## src/rtl/address_map_if.sv

```systemverilog
// Bus-side signal bundle for the address decoder: the access address and controls
// go in, and the decode result and error statistics come back.
interface address_map_if #(
    parameter int ERR_CNT_W = 8
);
    logic [31:0]          input_addr;
    logic                 access_strobe;
    logic                 err_clear;
    logic [2:0]           select;
    logic [5:0]           write_enable;
    logic                 out_of_range_error;
    logic                 err_sticky;
    logic [31:0]          err_addr;
    logic [ERR_CNT_W-1:0] err_count;

    modport master (
        output input_addr, access_strobe, err_clear,
        input  select, write_enable, out_of_range_error, err_sticky, err_addr, err_count
    );

    modport slave (
        input  input_addr, access_strobe, err_clear,
        output select, write_enable, out_of_range_error, err_sticky, err_addr, err_count
    );
endinterface

```

## src/rtl/address_map.sv

```systemverilog
// Combinational region decoder (read mux select and one-hot write permission)
// with registered out-of-range statistics: sticky flag, first bad address, saturating count.
module address_map #(
    parameter int ERR_CNT_W = 8
) (
    input  logic         clk,
    input  logic         rst,
    address_map_if.slave bus
);
    localparam logic [ERR_CNT_W-1:0] CNT_MAX = {ERR_CNT_W{1'b1}};
    localparam logic [ERR_CNT_W-1:0] CNT_ONE = {{(ERR_CNT_W-1){1'b0}}, 1'b1};

    logic [2:0]           select_s;
    logic [5:0]           write_enable_s;
    logic                 out_of_range_s;
    logic                 err_sticky_q, err_sticky_d;
    logic [31:0]          err_addr_q, err_addr_d;
    logic [ERR_CNT_W-1:0] err_count_q, err_count_d;

    // Region decode: everything lives below 0x1000, split on 256-byte pages
    always_comb begin
        select_s       = 3'd6;
        write_enable_s = 6'b000000;
        out_of_range_s = 1'b1;
        if (bus.input_addr[31:12] == 20'h00000) begin
            case (bus.input_addr[11:8])
                4'h0, 4'h1, 4'h2, 4'h3, 4'h4, 4'h5, 4'h6, 4'h7: begin
                    select_s = 3'd0; write_enable_s = 6'b000001; out_of_range_s = 1'b0;
                end
                4'h8: begin
                    select_s = 3'd1; write_enable_s = 6'b000010; out_of_range_s = 1'b0;
                end
                4'h9: begin
                    select_s = 3'd2; write_enable_s = 6'b000100; out_of_range_s = 1'b0;
                end
                4'hA: begin
                    select_s = 3'd3; write_enable_s = 6'b001000; out_of_range_s = 1'b0;
                end
                4'hB: begin
                    select_s = 3'd4; write_enable_s = 6'b010000; out_of_range_s = 1'b0;
                end
                4'hC: begin
                    select_s = 3'd5; write_enable_s = 6'b100000; out_of_range_s = 1'b0;
                end
                default: begin
                    select_s = 3'd6; write_enable_s = 6'b000000; out_of_range_s = 1'b1;
                end
            endcase
        end else begin
            select_s       = 3'd6;
            write_enable_s = 6'b000000;
            out_of_range_s = 1'b1;
        end
    end

    // Statistics next-state: clear wins over a same-cycle error event
    always_comb begin
        err_sticky_d = err_sticky_q;
        err_addr_d   = err_addr_q;
        err_count_d  = err_count_q;
        if (bus.err_clear) begin
            err_sticky_d = 1'b0;
            err_addr_d   = 32'h0000_0000;
            err_count_d  = {ERR_CNT_W{1'b0}};
        end else if (bus.access_strobe && out_of_range_s) begin
            err_sticky_d = 1'b1;
            if (!err_sticky_q) begin
                err_addr_d = bus.input_addr;
            end else begin
                err_addr_d = err_addr_q;
            end
            if (err_count_q != CNT_MAX) begin
                err_count_d = err_count_q + CNT_ONE;
            end else begin
                err_count_d = err_count_q;
            end
        end else begin
            err_sticky_d = err_sticky_q;
            err_addr_d   = err_addr_q;
            err_count_d  = err_count_q;
        end
    end

    // Statistics registers with asynchronous reset
    always_ff @(posedge clk or posedge rst) begin
        if (rst) begin
            err_sticky_q <= 1'b0;
            err_addr_q   <= 32'h0000_0000;
            err_count_q  <= {ERR_CNT_W{1'b0}};
        end else begin
            err_sticky_q <= err_sticky_d;
            err_addr_q   <= err_addr_d;
            err_count_q  <= err_count_d;
        end
    end

    assign bus.select             = select_s;
    assign bus.write_enable       = write_enable_s;
    assign bus.out_of_range_error = out_of_range_s;
    assign bus.err_sticky         = err_sticky_q;
    assign bus.err_addr           = err_addr_q;
    assign bus.err_count          = err_count_q;
endmodule

```

## src/flat_wrapper.sv

```systemverilog
// flat-port wrapper written by rule: the top's interface ports become plain ports
module address_map_flat 
#(
    parameter int ERR_CNT_W = 8
)
  (clk, rst, bus_input_addr, bus_access_strobe, bus_err_clear, bus_select, bus_write_enable, bus_out_of_range_error, bus_err_sticky, bus_err_addr, bus_err_count);
  address_map_if #(.ERR_CNT_W(ERR_CNT_W)) bus_i ();
  input  logic clk;
  input  logic rst;
  input wire logic [$bits(bus_i.input_addr)-1:0] bus_input_addr;
  input wire logic [$bits(bus_i.access_strobe)-1:0] bus_access_strobe;
  input wire logic [$bits(bus_i.err_clear)-1:0] bus_err_clear;
  output wire logic [$bits(bus_i.select)-1:0] bus_select;
  output wire logic [$bits(bus_i.write_enable)-1:0] bus_write_enable;
  output wire logic [$bits(bus_i.out_of_range_error)-1:0] bus_out_of_range_error;
  output wire logic [$bits(bus_i.err_sticky)-1:0] bus_err_sticky;
  output wire logic [$bits(bus_i.err_addr)-1:0] bus_err_addr;
  output wire logic [$bits(bus_i.err_count)-1:0] bus_err_count;
  assign bus_i.input_addr = bus_input_addr;
  assign bus_i.access_strobe = bus_access_strobe;
  assign bus_i.err_clear = bus_err_clear;
  assign bus_select = bus_i.select;
  assign bus_write_enable = bus_i.write_enable;
  assign bus_out_of_range_error = bus_i.out_of_range_error;
  assign bus_err_sticky = bus_i.err_sticky;
  assign bus_err_addr = bus_i.err_addr;
  assign bus_err_count = bus_i.err_count;
  address_map #(.ERR_CNT_W(ERR_CNT_W)) u_core (.clk(clk), .rst(rst), .bus(bus_i));
endmodule
```

## config.mk

```make
export PLATFORM = sky130hd
export DESIGN_NAME = address_map_flat
export DESIGN_NICKNAME = d
export VERILOG_FILES = /design/src/rtl/address_map_if.sv /design/src/rtl/address_map.sv /design/src/flat_wrapper.sv
export SDC_FILE = /design/constraint.sdc
export NUM_CORES = 1
export LEC_CHECK = 0
export ABC_AREA = 1
export BUFFER_PORTS_ARGS = -buffer_cell sky130_fd_sc_hd__buf_2
export CORE_ASPECT_RATIO = 0.6
export CORE_MARGIN = 4
export CORE_UTILIZATION = 53
export CTS_CLUSTER_DIAMETER = 100
export DETAILED_ROUTE_END_ITERATION = 8
export GPL_ROUTABILITY_DRIVEN = 1
export PLACE_DENSITY = 0.85
export RECOVER_POWER = 25
export SYNTH_ARGS = -nofsm -noshare
export SYNTH_HDL_FRONTEND = slang
export SYNTH_SLANG_ARGS = --single-unit
export TNS_END_PERCENT = 1
```

## constraint.sdc

```tcl
create_clock -name clk -period 3.3 [get_ports clk]
set_input_delay 0.495 -clock clk [delete_from_list [all_inputs] [get_ports clk]]
set_output_delay 0.495 -clock clk [all_outputs]
set_load 0.02 [all_outputs]
```

; After elaboration in Yosys (flattened, before gate mapping)
; Memories as Yosys holds them, arrays and structs flattened.
; Cells that the tools add are included.
[totals]
out_inout_bits = 51
ff_bits = 41
memories = 1
elab_cells = 24
latchBits = 0
ram_bits = 0
mem_bits_ro = 160
[classes]
muxes = 11
n_bitwise = 0
shifts = 0
div_mod_pow = 0
n_reduce_logical = 6
n_eq_ne = 2
magnitude_cmp = 0
multipliers = 0
n_addsub = 1
[memory_table]
columns = name, words, word_bits, read_ports, rd_clocked_by_memory_dff, write_ports, line
row1 = (name not given), 16, 10, 1, 0, 0, address_map.sv:26  ; case (bus.input_addr[11:8])
[op_table]
columns = operator, count
row1 = 32-bit 2-to-1 mux, 3
row2 = 8-bit 2-to-1 mux, 3
row3 = 20-bit zero test, 1
row4 = 8-bit by 1-bit adder with 8-bit output (second input constant), 1
row5 = 8-bit inequality test (second input constant), 1
row6 = 6-bit 2-to-1 mux, 1
row7 = 2-bit AND reduction, 2
row8 = 2-bit nonzero test, 2
row9 = 1-bit 2-to-1 mux, 3
row10 = 3-bit 2-to-1 mux, 1
row11 = 2-bit inequality test (second input constant), 1
row12 = 1-bit logical AND, 1

; Longest topological paths before layout
; Gate-level depths: netlist (run 1).
[depth]
ltp_word = 5
mapped_depth = 10
depth_no_buf = 9

; Worst setup path before layout (run 1)
; No wires, ideal clock.
[synth_path]
kind = input -> output
start = input port bus_input_addr[13]
end = output port bus_select[0]
n_path_buf = 0
t_arrival_ps = 1617
required_ps = 2805
path_slack_ps = 1188
path_stages = 7
path_cell_list = nor2_1 -> nand2_1 -> nor2_2 -> nand3_1 -> inv_1 -> nand3_1 -> o21ai_0
[synth_via]
elab_chain_cells = 2
[synth_rtl]
columns = item, line
row1 = from (decl), flat_wrapper.sv:10  ; input wire logic [$bits(bus_i.input_addr)-1:0] bus_input_addr;
row2 = 20-bit zero test, address_map.sv:25  ; if (bus.input_addr[31:12] == 20'h00000) begin
row3 = 3-bit 2-to-1 mux, address_map.sv:25
row4 = to (decl), flat_wrapper.sv:13  ; output wire logic [$bits(bus_i.select)-1:0] bus_select;
; No other way between the ends.

; Final worst setup path (run 1)
[layout_path]
start = input port bus_input_addr[15]
end = output port bus_select[0]
; The elaborated chain is that of the path after synthesis.

==> flow_summary.html, run 1 <==
<table>
<tr><th>Metric</th><th>Value</th></tr>
<tr><th colspan="2">Worst setup path</th></tr>
<tr><td>Data required, critical path</td><td>2.80 ns</td></tr>
<tr><td>Largest incremental delay on the critical path</td><td>0.20 ns</td></tr>
<tr><td>Sort of element at the start of the critical path</td><td>input pin</td></tr>
<tr><td>Worst setup EP type</td><td>primary output</td></tr>
<tr><td>Worst path slowest cell</td><td>nor2_2</td></tr>
<tr><td>Kind of cell adding the most delay to the critical path</td><td>simple AND/OR/NAND/NOR gates</td></tr>
<tr><td>CP Buf/Inv Count</td><td>3</td></tr>
<tr><td>Sequence of cells on the critical path</td><td>buf_2, nor2_1, nand2_1, nor2_2, nand3_1, inv_1, nand3_1, o21ai_0, buf_2</td></tr>
<tr><td>Critical path class</td><td>in2out</td></tr>
<tr><td>Signal arrival time at the worst endpoint</td><td>1.77 ns</td></tr>
<tr><td>Biggest fanout along the worst timing path</td><td>5</td></tr>
<tr><th colspan="2">STA</th></tr>
<tr><td>Final setup violating endpoints</td><td>0</td></tr>
<tr><td>Slew headroom</td><td>-0.463</td></tr>
<tr><td>Shortest clock period the worst path allows after layout</td><td>2.27 ns</td></tr>
<tr><td>TNS Setup</td><td>0 ns</td></tr>
<tr><td>Final count of hold timing violations</td><td>0</td></tr>
<tr><td>Unrepaired setup endpoints after global routing</td><td>false</td></tr>
<tr><td>Ratio of final minimum period to clock period</td><td>0.687</td></tr>
<tr><td>Setup skew after layout</td><td>0.00135 ns</td></tr>
<tr><td>Worst hold slack</td><td>0.503 ns</td></tr>
<tr><td>Measured slew at the worst slew-check pin</td><td>2.19 ns</td></tr>
<tr><td>Final count of pins violating max slew</td><td>42</td></tr>
<tr><td>Maximum clock rate</td><td>441 MHz</td></tr>
<tr><th colspan="2">Status</th></tr>
<tr><td>Status</td><td>finished, violations left</td></tr>
<tr><td>Violated checks</td><td>capacitance limit, slew limit</td></tr>
<tr><th colspan="2">Synth</th></tr>
<tr><td>Cell types occupying the most area after synthesis</td><td>dfrtp_1 44%, nand2_1 15%, nand3_1 9.7%, nor2_1 8.6%, inv_1 7.1%</td></tr>
<tr><td>Number of distinct library cells after synthesis</td><td>24</td></tr>
<tr><td>Post-synth top area share</td><td>0.443</td></tr>
<tr><td>Post-synth EDFFs</td><td>0</td></tr>
<tr><td>Most common library cells after synthesis</td><td>94 x nand2_1, 53 x nor2_1, 45 x nand3_1</td></tr>
<tr><td>Proportion of synthesized chip area in sequential cells</td><td>0.443</td></tr>
<tr><td>Share of async-settable or async-resettable flops after synthesis</td><td>1.00</td></tr>
<tr><td>Flip-flop and latch count after synthesis</td><td>41</td></tr>
<tr><td>Total standard cell area after synthesis</td><td>2310 um^2</td></tr>
<tr><td>Nets in the synthesized netlist</td><td>362</td></tr>
<tr><td>Cell with the most instances after synthesis</td><td>nand2_1</td></tr>
<tr><td>Syn_area_per_cell</td><td>7.23 um^2</td></tr>
<tr><td>Count of synthesis-stage warnings from yosys</td><td>0</td></tr>
<tr><td>Cell count after synthesis</td><td>320</td></tr>
<tr><td>Cell type with the largest total area after synthesis</td><td>dfrtp_1</td></tr>
<tr><td>Most common flop cell mapped by yosys</td><td>dfrtp_1</td></tr>
<tr><th colspan="2">Global route</th></tr>
<tr><td>Met2 GRT Util</td><td>0.339</td></tr>
<tr><td>Largest net degree at the start of global routing</td><td>43</td></tr>
<tr><td>GR met1 Demand/Resource</td><td>0.302</td></tr>
<tr><td>Most congested layer reported by global routing</td><td>met2</td></tr>
<tr><td>Number of antenna violations at the first check in global routing</td><td>0</td></tr>
<tr><td>Tot GR Track Use</td><td>0.219</td></tr>
<tr><td>Number of global-route vias before repair</td><td>2104</td></tr>
<tr><td>Total overflow reported by the global router</td><td>0</td></tr>
<tr><td>Wire length of the first global-routing pass</td><td>9490 um</td></tr>
<tr><td>GR met3 Demand/Resource</td><td>0.0584</td></tr>
<tr><th colspan="2">Clock tree</th></tr>
<tr><td>Buffer count from post-CTS setup fixing</td><td>0</td></tr>
<tr><td>TritonCTS clock tree</td><td>yes</td></tr>
<tr><td>Clock tree root buffer cell</td><td>clkbuf_8</td></tr>
<tr><td>Post-cts sizing count</td><td>0</td></tr>
<tr><td>Clock latency on the worst-skew pair</td><td>0.28 ns</td></tr>
<tr><td>Worst-path clk slew</td><td>0.07 ns</td></tr>
<tr><td>Hold buffer count at cts</td><td>0</td></tr>
<tr><td>Total clock buffers created by CTS</td><td>5</td></tr>
<tr><td>Number of buffers between clock root and the deepest sink</td><td>2</td></tr>
<tr><td>Count of H-tree levels built during CTS</td><td>2</td></tr>
<tr><td>Clock net sink count</td><td>41</td></tr>
<tr><th colspan="2">Layout</th></tr>
<tr><td>Area of all placed cells without fillers</td><td>2840 um^2</td></tr>
<tr><td>Final #Nets</td><td>444</td></tr>
<tr><td>Area growth, synth to finish</td><td>22.8%</td></tr>
<tr><td>Layout cell share with drive strength beyond 1</td><td>0.259</td></tr>
<tr><td>Diodes inserted</td><td>0</td></tr>
<tr><th colspan="2">Flow run</th></tr>
<tr><td>Number of max-capacitance violations reported</td><td>1</td></tr>
<tr><th colspan="2">Power and ir drop</th></tr>
<tr><td>Switching Share</td><td>0.308</td></tr>
<tr><td>Clock power frac</td><td>0.291</td></tr>
<tr><td>Peak ir drop on the vdd network</td><td>0.000286 V</td></tr>
<tr><td>Sw power</td><td>348 uW</td></tr>
<tr><td>Share of power burned in registers</td><td>0.498</td></tr>
<tr><td>Static leakage</td><td>1.78 nW</td></tr>
<tr><td>Internal portion of total power</td><td>784 uW</td></tr>
<tr><td>PD cells</td><td>399 nW/um^2</td></tr>
<tr><td>Comb pwr share</td><td>0.211</td></tr>
<tr><th colspan="2">Drt</th></tr>
<tr><td>Detail-routed net length per standard cell</td><td>12.2 um</td></tr>
<tr><td>Detail-routed via count per cell</td><td>4.77</td></tr>
<tr><td>DR vias</td><td>2206</td></tr>
<tr><td>Wire length reported by the detailed router</td><td>5620 um</td></tr>
<tr><td>Number of nets with antenna violations after routing</td><td>0</td></tr>
<tr><td>Number of violations reported at the end of detailed-routing iteration 0</td><td>108</td></tr>
<tr><td>Pre-Repair DR Iteration Count</td><td>4</td></tr>
<tr><td># DRC</td><td>0</td></tr>
<tr><th colspan="2">Worst hold path</th></tr>
<tr><td>Worst hold path type</td><td>in2reg</td></tr>
<tr><th colspan="2">Floorplanning</th></tr>
<tr><td>Die area</td><td>5520 um^2</td></tr>
<tr><td>Die extent in y</td><td>59.2 um</td></tr>
<tr><td>Standard-cell rows</td><td>18</td></tr>
<tr><td>Count of pins on the block boundary</td><td>87</td></tr>
<tr><td>Core Footprint</td><td>4170 um^2</td></tr>
<tr><td>Initial Util</td><td>0.555</td></tr>
<tr><td>Die Span X</td><td>93.3 um</td></tr>
<tr><th colspan="2">Placed design</th></tr>
<tr><td>PortBufs</td><td>86</td></tr>
<tr><td>Gp weighted congestion</td><td>0.804</td></tr>
<tr><td>Area post-placement</td><td>2760 um^2</td></tr>
<tr><td>DP Wirelength</td><td>4020 um</td></tr>
</table>
-- sequential cells by signal (all words and copies together) (netlist names) --
signal,flops
u_core.bus.err_addr,32
u_core.bus.err_count,8
u_core.bus.err_sticky,1
-- final timing paths --
kind	startpoint	to	slack (ns)	cells after the start
min	bus_input_addr[6]	u_core.bus.err_addr[6]	0.50	5
max in group asynchronous	rst	u_core.bus.err_addr[10]	1.05	3
min in group asynchronous	rst	u_core.bus.err_addr[22]	0.99	3
max	bus_input_addr[15]	bus_select[0]	1.03	9
min reg2reg	u_core.bus.err_addr[24]	u_core.bus.err_addr[24]	0.51	2
max reg2reg	u_core.bus.err_count[0]	u_core.bus.err_count[3]	1.62	8
-- per-stage QoR --
step | setup slack [ns] | std cells | util | total power, mW
4_1_cts | 1.03 | 462 | 0.683 | 1.15
3_3_place_gp | 1.06 | 455 | 0.662 | 0.810
2_1_floorplan | 1.19 | 320 | - | 0.729
3_5_place_dp | 1.04 | 455 | 0.662 | 0.815
5_1_grt | 0.565 | 462 | 0.682 | 1.20
6_report | 1.03 | 462 | 0.682 | 1.13
-- placed cells by master (no fill, tap or decap) --
master    count
clkinv_1      2
buf_4         3
nor3b_1       2
nand3_1      45
buf_2        86
inv_1        43
clkbuf_8      6
nand4_4       1
nand3_2       1
o21ai_0       2
nand2_2       1
a31o_2        1
nand4_1       2
nand2_4       1
a21oi_1       1
nand3_4       1
xnor2_1       1
nor2_1       53
clkbuf_1      2
nor2_2        3
xor2_1        3
dfrtp_1      41
ha_1          6
nor3_1        1
nand2_1      94
-- layout make-up --
type                    count  area, um^2
clock buffers               7        86.3
repair buffers             90         457
flip-flops and latches     41        1030
fillers                   365        1330
multi-input cells         219        1030
well taps                  60        75.1
inverters                  45         169
-- cells by family after synthesis --
group,synth area share
adder cells (fa/ha/maj),0.0324
flip-flops,0.443
AND/OR/NAND/NOR,0.387
buffers and inverters,0.112
XOR/XNOR,0.0151
AO/OA/AOI/OAI,0.0103
-- worst min-delay path: cells and delay by family --
family                 cells  cell delay (ns)
buffers and inverters      2             0.13
and+or+nand+nor            3             0.12
-- layer usage --
layer	vias up	part of all wire
met5	-	0
met4	0	0.011
met3	6	0.083
met2	85	0.44
met1	982	0.47
li1	1133	-
-- power by group through the flow --
| stage | clock (mW) | sequential, mW | combinational (mW) |
|---|---|---|---|
| after global routing | 0.364 | 0.570 | 0.267 |
| after detailed placement | 0 | 0.572 | 0.242 |
| final | 0.330 | 0.564 | 0.239 |
| after floorplan | 0 | 0.619 | 0.111 |
| after global placement | 0 | 0.573 | 0.237 |
| after CTS | 0.340 | 0.563 | 0.242 |
No activity file was read; power rests on OpenSTA's default activity.
==> run 2: changes to the inputs <==
--- a/config.mk
+++ b/config.mk
@@ -9,11 +9,11 @@
 export BUFFER_PORTS_ARGS = -buffer_cell sky130_fd_sc_hd__buf_2
 export CORE_ASPECT_RATIO = 0.6
 export CORE_MARGIN = 4
-export CORE_UTILIZATION = 53
+export CORE_UTILIZATION = 49
 export CTS_CLUSTER_DIAMETER = 100
 export DETAILED_ROUTE_END_ITERATION = 8
 export GPL_ROUTABILITY_DRIVEN = 1
-export PLACE_DENSITY = 0.85
+export PLACE_DENSITY = 0.8
 export RECOVER_POWER = 25
 export SYNTH_ARGS = -nofsm -noshare
 export SYNTH_HDL_FRONTEND = slang
==> constraint.sdc (replaced) <==
create_clock -name clk -period 2.2 [get_ports clk]
set_input_delay 0.33 -clock clk [delete_from_list [all_inputs] [get_ports clk]]
set_output_delay 0.33 -clock clk [all_outputs]
set_load 0.02 [all_outputs]
==> run 2 against run 1 <==
The run now ends clean. First-iteration DRC count down 21%. Sequential cell count unchanged. Sequential share of layout area down 0.33 points. Critical endpoint unchanged. Largest cell class unchanged. Highest routed layer unchanged.
==> flow_summary.html, run 2 (synthesized netlist as in run 1, its figures left out) <==
<table>
<tr><th>Metric</th><th>Value</th></tr>
<tr><th colspan="2">Worst setup path</th></tr>
<tr><td>Sequence of cells on the critical path</td><td>buf_2, nor2_1, nand2_1, nor2_2, nand3_1, inv_1, nand3_1, o21ai_0, buf_2</td></tr>
<tr><td>Timing startpoint of the critical path</td><td>bus_input_addr[21]</td></tr>
<tr><td>Worst path slowest cell</td><td>nor2_2</td></tr>
<tr><td>Worst setup EP type</td><td>primary output</td></tr>
<tr><td>Reg-to-Reg Start</td><td>u_core.bus.err_count[0]</td></tr>
<tr><td>Signal arrival time at the worst endpoint</td><td>1.60 ns (-0.17 ns)</td></tr>
<tr><td>CP Buf/Inv Count</td><td>3 (unchanged)</td></tr>
<tr><td>Largest incremental delay on the critical path</td><td>0.19 ns (about the same)</td></tr>
<tr><td>Critical path class</td><td>in2out</td></tr>
<tr><td>Data required, critical path</td><td>1.87 ns (-0.93 ns)</td></tr>
<tr><td>Biggest fanout along the worst timing path</td><td>5 (unchanged)</td></tr>
<tr><td>Sort of element at the start of the critical path</td><td>input pin</td></tr>
<tr><td>Kind of cell adding the most delay to the critical path</td><td>simple AND/OR/NAND/NOR gates</td></tr>
<tr><th colspan="2">Global route</th></tr>
<tr><td>Wire length of the first global-routing pass</td><td>9880 um (+4.1%)</td></tr>
<tr><td>Number of antenna violations at the first check in global routing</td><td>0 (unchanged)</td></tr>
<tr><td>Total overflow reported by the global router</td><td>0 (unchanged)</td></tr>
<tr><td>Tot GR Track Use</td><td>0.208 (-0.0103)</td></tr>
<tr><td>Number of global-route vias before repair</td><td>2100 (-0.19%)</td></tr>
<tr><td>Largest net degree at the start of global routing</td><td>42 (-2.3%)</td></tr>
<tr><th colspan="2">Clock tree</th></tr>
<tr><td>Worst-path clk slew</td><td>0.08 ns (about the same)</td></tr>
<tr><td>Clock latency on the worst-skew pair</td><td>0.29 ns (about the same)</td></tr>
<tr><td>TritonCTS clock tree</td><td>yes</td></tr>
<tr><td>Clock net sink count</td><td>41 (unchanged)</td></tr>
<tr><td>Count of H-tree levels built during CTS</td><td>2 (unchanged)</td></tr>
<tr><td>Post-cts sizing count</td><td>0 (unchanged)</td></tr>
<tr><td>Total clock buffers created by CTS</td><td>5 (unchanged)</td></tr>
<tr><td>Hold buffer count at cts</td><td>0 (unchanged)</td></tr>
<tr><td>Clock tree root buffer cell</td><td>clkbuf_8</td></tr>
<tr><td>Number of buffers between clock root and the deepest sink</td><td>2 (unchanged)</td></tr>
<tr><td>Buffer count from post-CTS setup fixing</td><td>0 (unchanged)</td></tr>
<tr><th colspan="2">STA</th></tr>
<tr><td>TNS Setup</td><td>0 ns (unchanged)</td></tr>
<tr><td>Final setup violating endpoints</td><td>0 (unchanged)</td></tr>
<tr><td>Shortest clock period the worst path allows after layout</td><td>1.93 ns</td></tr>
<tr><td>Setup skew after layout</td><td>0.00693 ns (+0.00559 ns)</td></tr>
<tr><td>Unrepaired setup endpoints after global routing</td><td>false</td></tr>
<tr><td>Maximum clock rate</td><td>517 MHz</td></tr>
<tr><td>Final count of hold timing violations</td><td>0 (unchanged)</td></tr>
<tr><td>Final count of pins violating max slew</td><td>0 (-100%)</td></tr>
<tr><td>Slew headroom</td><td>0.360 (+0.823)</td></tr>
<tr><td>Measured slew at the worst slew-check pin</td><td>0.960 ns (-1.23 ns)</td></tr>
<tr><td>Ratio of final minimum period to clock period</td><td>0.880</td></tr>
<tr><td>Worst hold slack</td><td>0.0981 ns (-0.405 ns)</td></tr>
<tr><td>Final Worst Setup Slack</td><td>0.265 ns (-0.767 ns)</td></tr>
<tr><th colspan="2">Drt</th></tr>
<tr><td>DR vias</td><td>2235 (+1.3%)</td></tr>
<tr><td>Detail-routed net length per standard cell</td><td>12.5 um (+2.5%)</td></tr>
<tr><td>Detail-routed via count per cell</td><td>4.79 (+0.23%)</td></tr>
<tr><td>Pre-Repair DR Iteration Count</td><td>4 (unchanged)</td></tr>
<tr><td># DRC</td><td>0 (unchanged)</td></tr>
<tr><td>Number of nets with antenna violations after routing</td><td>0 (unchanged)</td></tr>
<tr><td>Wire length reported by the detailed router</td><td>5830 um (+3.6%)</td></tr>
<tr><td>Number of violations reported at the end of detailed-routing iteration 0</td><td>85 (-21%)</td></tr>
<tr><th colspan="2">Power and ir drop</th></tr>
<tr><td>Sw power</td><td>543 uW (+56%)</td></tr>
<tr><td>Switching Share</td><td>0.309 (+0.00146)</td></tr>
<tr><td>PD cells</td><td>612 nW/um^2 (+54%)</td></tr>
<tr><td>Share of power burned in registers</td><td>0.482 (-0.016)</td></tr>
<tr><td>Clock power frac</td><td>0.311 (+0.020)</td></tr>
<tr><td>Peak ir drop on the vdd network</td><td>0.000335 V (+17%)</td></tr>
<tr><td>Static leakage</td><td>1.79 nW (+0.82%)</td></tr>
<tr><td>Comb pwr share</td><td>0.207 (-0.004)</td></tr>
<tr><td>Internal portion of total power</td><td>1.21 mW (+55%)</td></tr>
<tr><td>Overall power after layout</td><td>1.76 mW (+55%)</td></tr>
<tr><th colspan="2">Floorplanning</th></tr>
<tr><td>Core Footprint</td><td>4560 um^2 (+9.5%)</td></tr>
<tr><td>Initial Util</td><td>0.507 (-0.0484)</td></tr>
<tr><td>Die area</td><td>5920 um^2 (+7.2%)</td></tr>
<tr><td>Die extent in y</td><td>61.2 um (+3.5%)</td></tr>
<tr><td>Count of pins on the block boundary</td><td>87 (unchanged)</td></tr>
<tr><td>Standard-cell rows</td><td>19 (+1)</td></tr>
<tr><td>Die Span X</td><td>96.7 um (+3.7%)</td></tr>
<tr><th colspan="2">Placed design</th></tr>
<tr><td>Area post-placement</td><td>2770 um^2 (+0.41%)</td></tr>
<tr><td>DP Cell Count</td><td>459 (+0.88%)</td></tr>
<tr><td>Gp weighted congestion</td><td>0.840 (+4.4%)</td></tr>
<tr><td>Worst setup timing slack at the placement stage</td><td>0.298 ns (-0.740 ns)</td></tr>
<tr><td>PortBufs</td><td>86 (unchanged)</td></tr>
<tr><td>DP Wirelength</td><td>4260 um (+5.8%)</td></tr>
<tr><th colspan="2">Layout</th></tr>
<tr><td>Diodes inserted</td><td>0 (unchanged)</td></tr>
<tr><td>Final #Nets</td><td>445 (+0.23%)</td></tr>
<tr><td>Most frequent standard cell in the layout excluding fill and tap cells</td><td>nand2_1</td></tr>
<tr><td>Area growth, synth to finish</td><td>24.0%</td></tr>
<tr><td>Number of flip-flops under the largest register name</td><td>32 (unchanged)</td></tr>
<tr><td>Fraction of the core area covered by cells at the end of the flow</td><td>0.628 (-0.0537)</td></tr>
<tr><td>Commonest non-fill, non-tap cells in the layout</td><td>94 x nand2_1, 86 x buf_2, 53 x nor2_1</td></tr>
<tr><td>Layout cell share with drive strength beyond 1</td><td>0.265 (+0.00615)</td></tr>
<tr><td>Non-filler instance count after layout</td><td>467 (+1.1%)</td></tr>
<tr><td>Area of all placed cells without fillers</td><td>2870 um^2 (+0.92%)</td></tr>
<tr><th colspan="2">Status</th></tr>
<tr><td>Status</td><td>finished clean</td></tr>
<tr><th colspan="2">Flow run</th></tr>
<tr><td>Number of max-capacitance violations reported</td><td>0 (-1)</td></tr>
<tr><th colspan="2">Worst hold path</th></tr>
<tr><td>Worst hold path type</td><td>in2async</td></tr>
</table>
run 2: cell count changes in the layout (fill, tap and decap cells not counted), sizes merged:
| cell | before | now |
|---|---|---|
| clkinv | 2 | 3 |
| buf | 89 | 90 |
run 2: routing by layer:
layer | global-route usage | part of all wire
met2 | 0.340 | 0.45
met4 | 0.0440 | 0.0074
met5 | 0 | 0
met3 | 0.0690 | 0.091
met1 | 0.278 | 0.46
run 2: cell type report:
class / count / area [um^2]
Tap cell: 63 / 78.8
Inverter: 45 / 169
Sequential cell: 41 / 1030
Fill cell: 442 / 1700
Multi-Input combinational cell: 219 / 1030
Timing Repair Buffer: 91 / 464
Clock inverter: 1 / 5.00
Clock buffer: 7 / 96.3
run 2: worst paths after layout:
| check | end | slack [ns] | cells past startpoint |
|---|---|---|---|
| min reg2reg | u_core.bus.err_addr[28] | 0.50 | 2 |
| min in group clk | u_core.bus.err_addr[3] | 0.33 | 5 |
| max | bus_select[0] | 0.27 | 9 |
| max in group asynchronous | u_core.bus.err_addr[22] | 0.82 | 3 |
| max reg2reg | u_core.bus.err_count[5] | 0.52 | 8 |
| min | u_core.bus.err_count[4] | 0.1 | 2 |
run 2: power groups by stage:
stage	sequential, mW	clock, mW	combinational, mW
floorplan	0.928	0	0.166
global placement	0.860	0	0.360
detailed placement	0.859	0	0.368
CTS	0.846	0.558	0.369
global route	0.853	0.595	0.406
finish	0.846	0.547	0.363
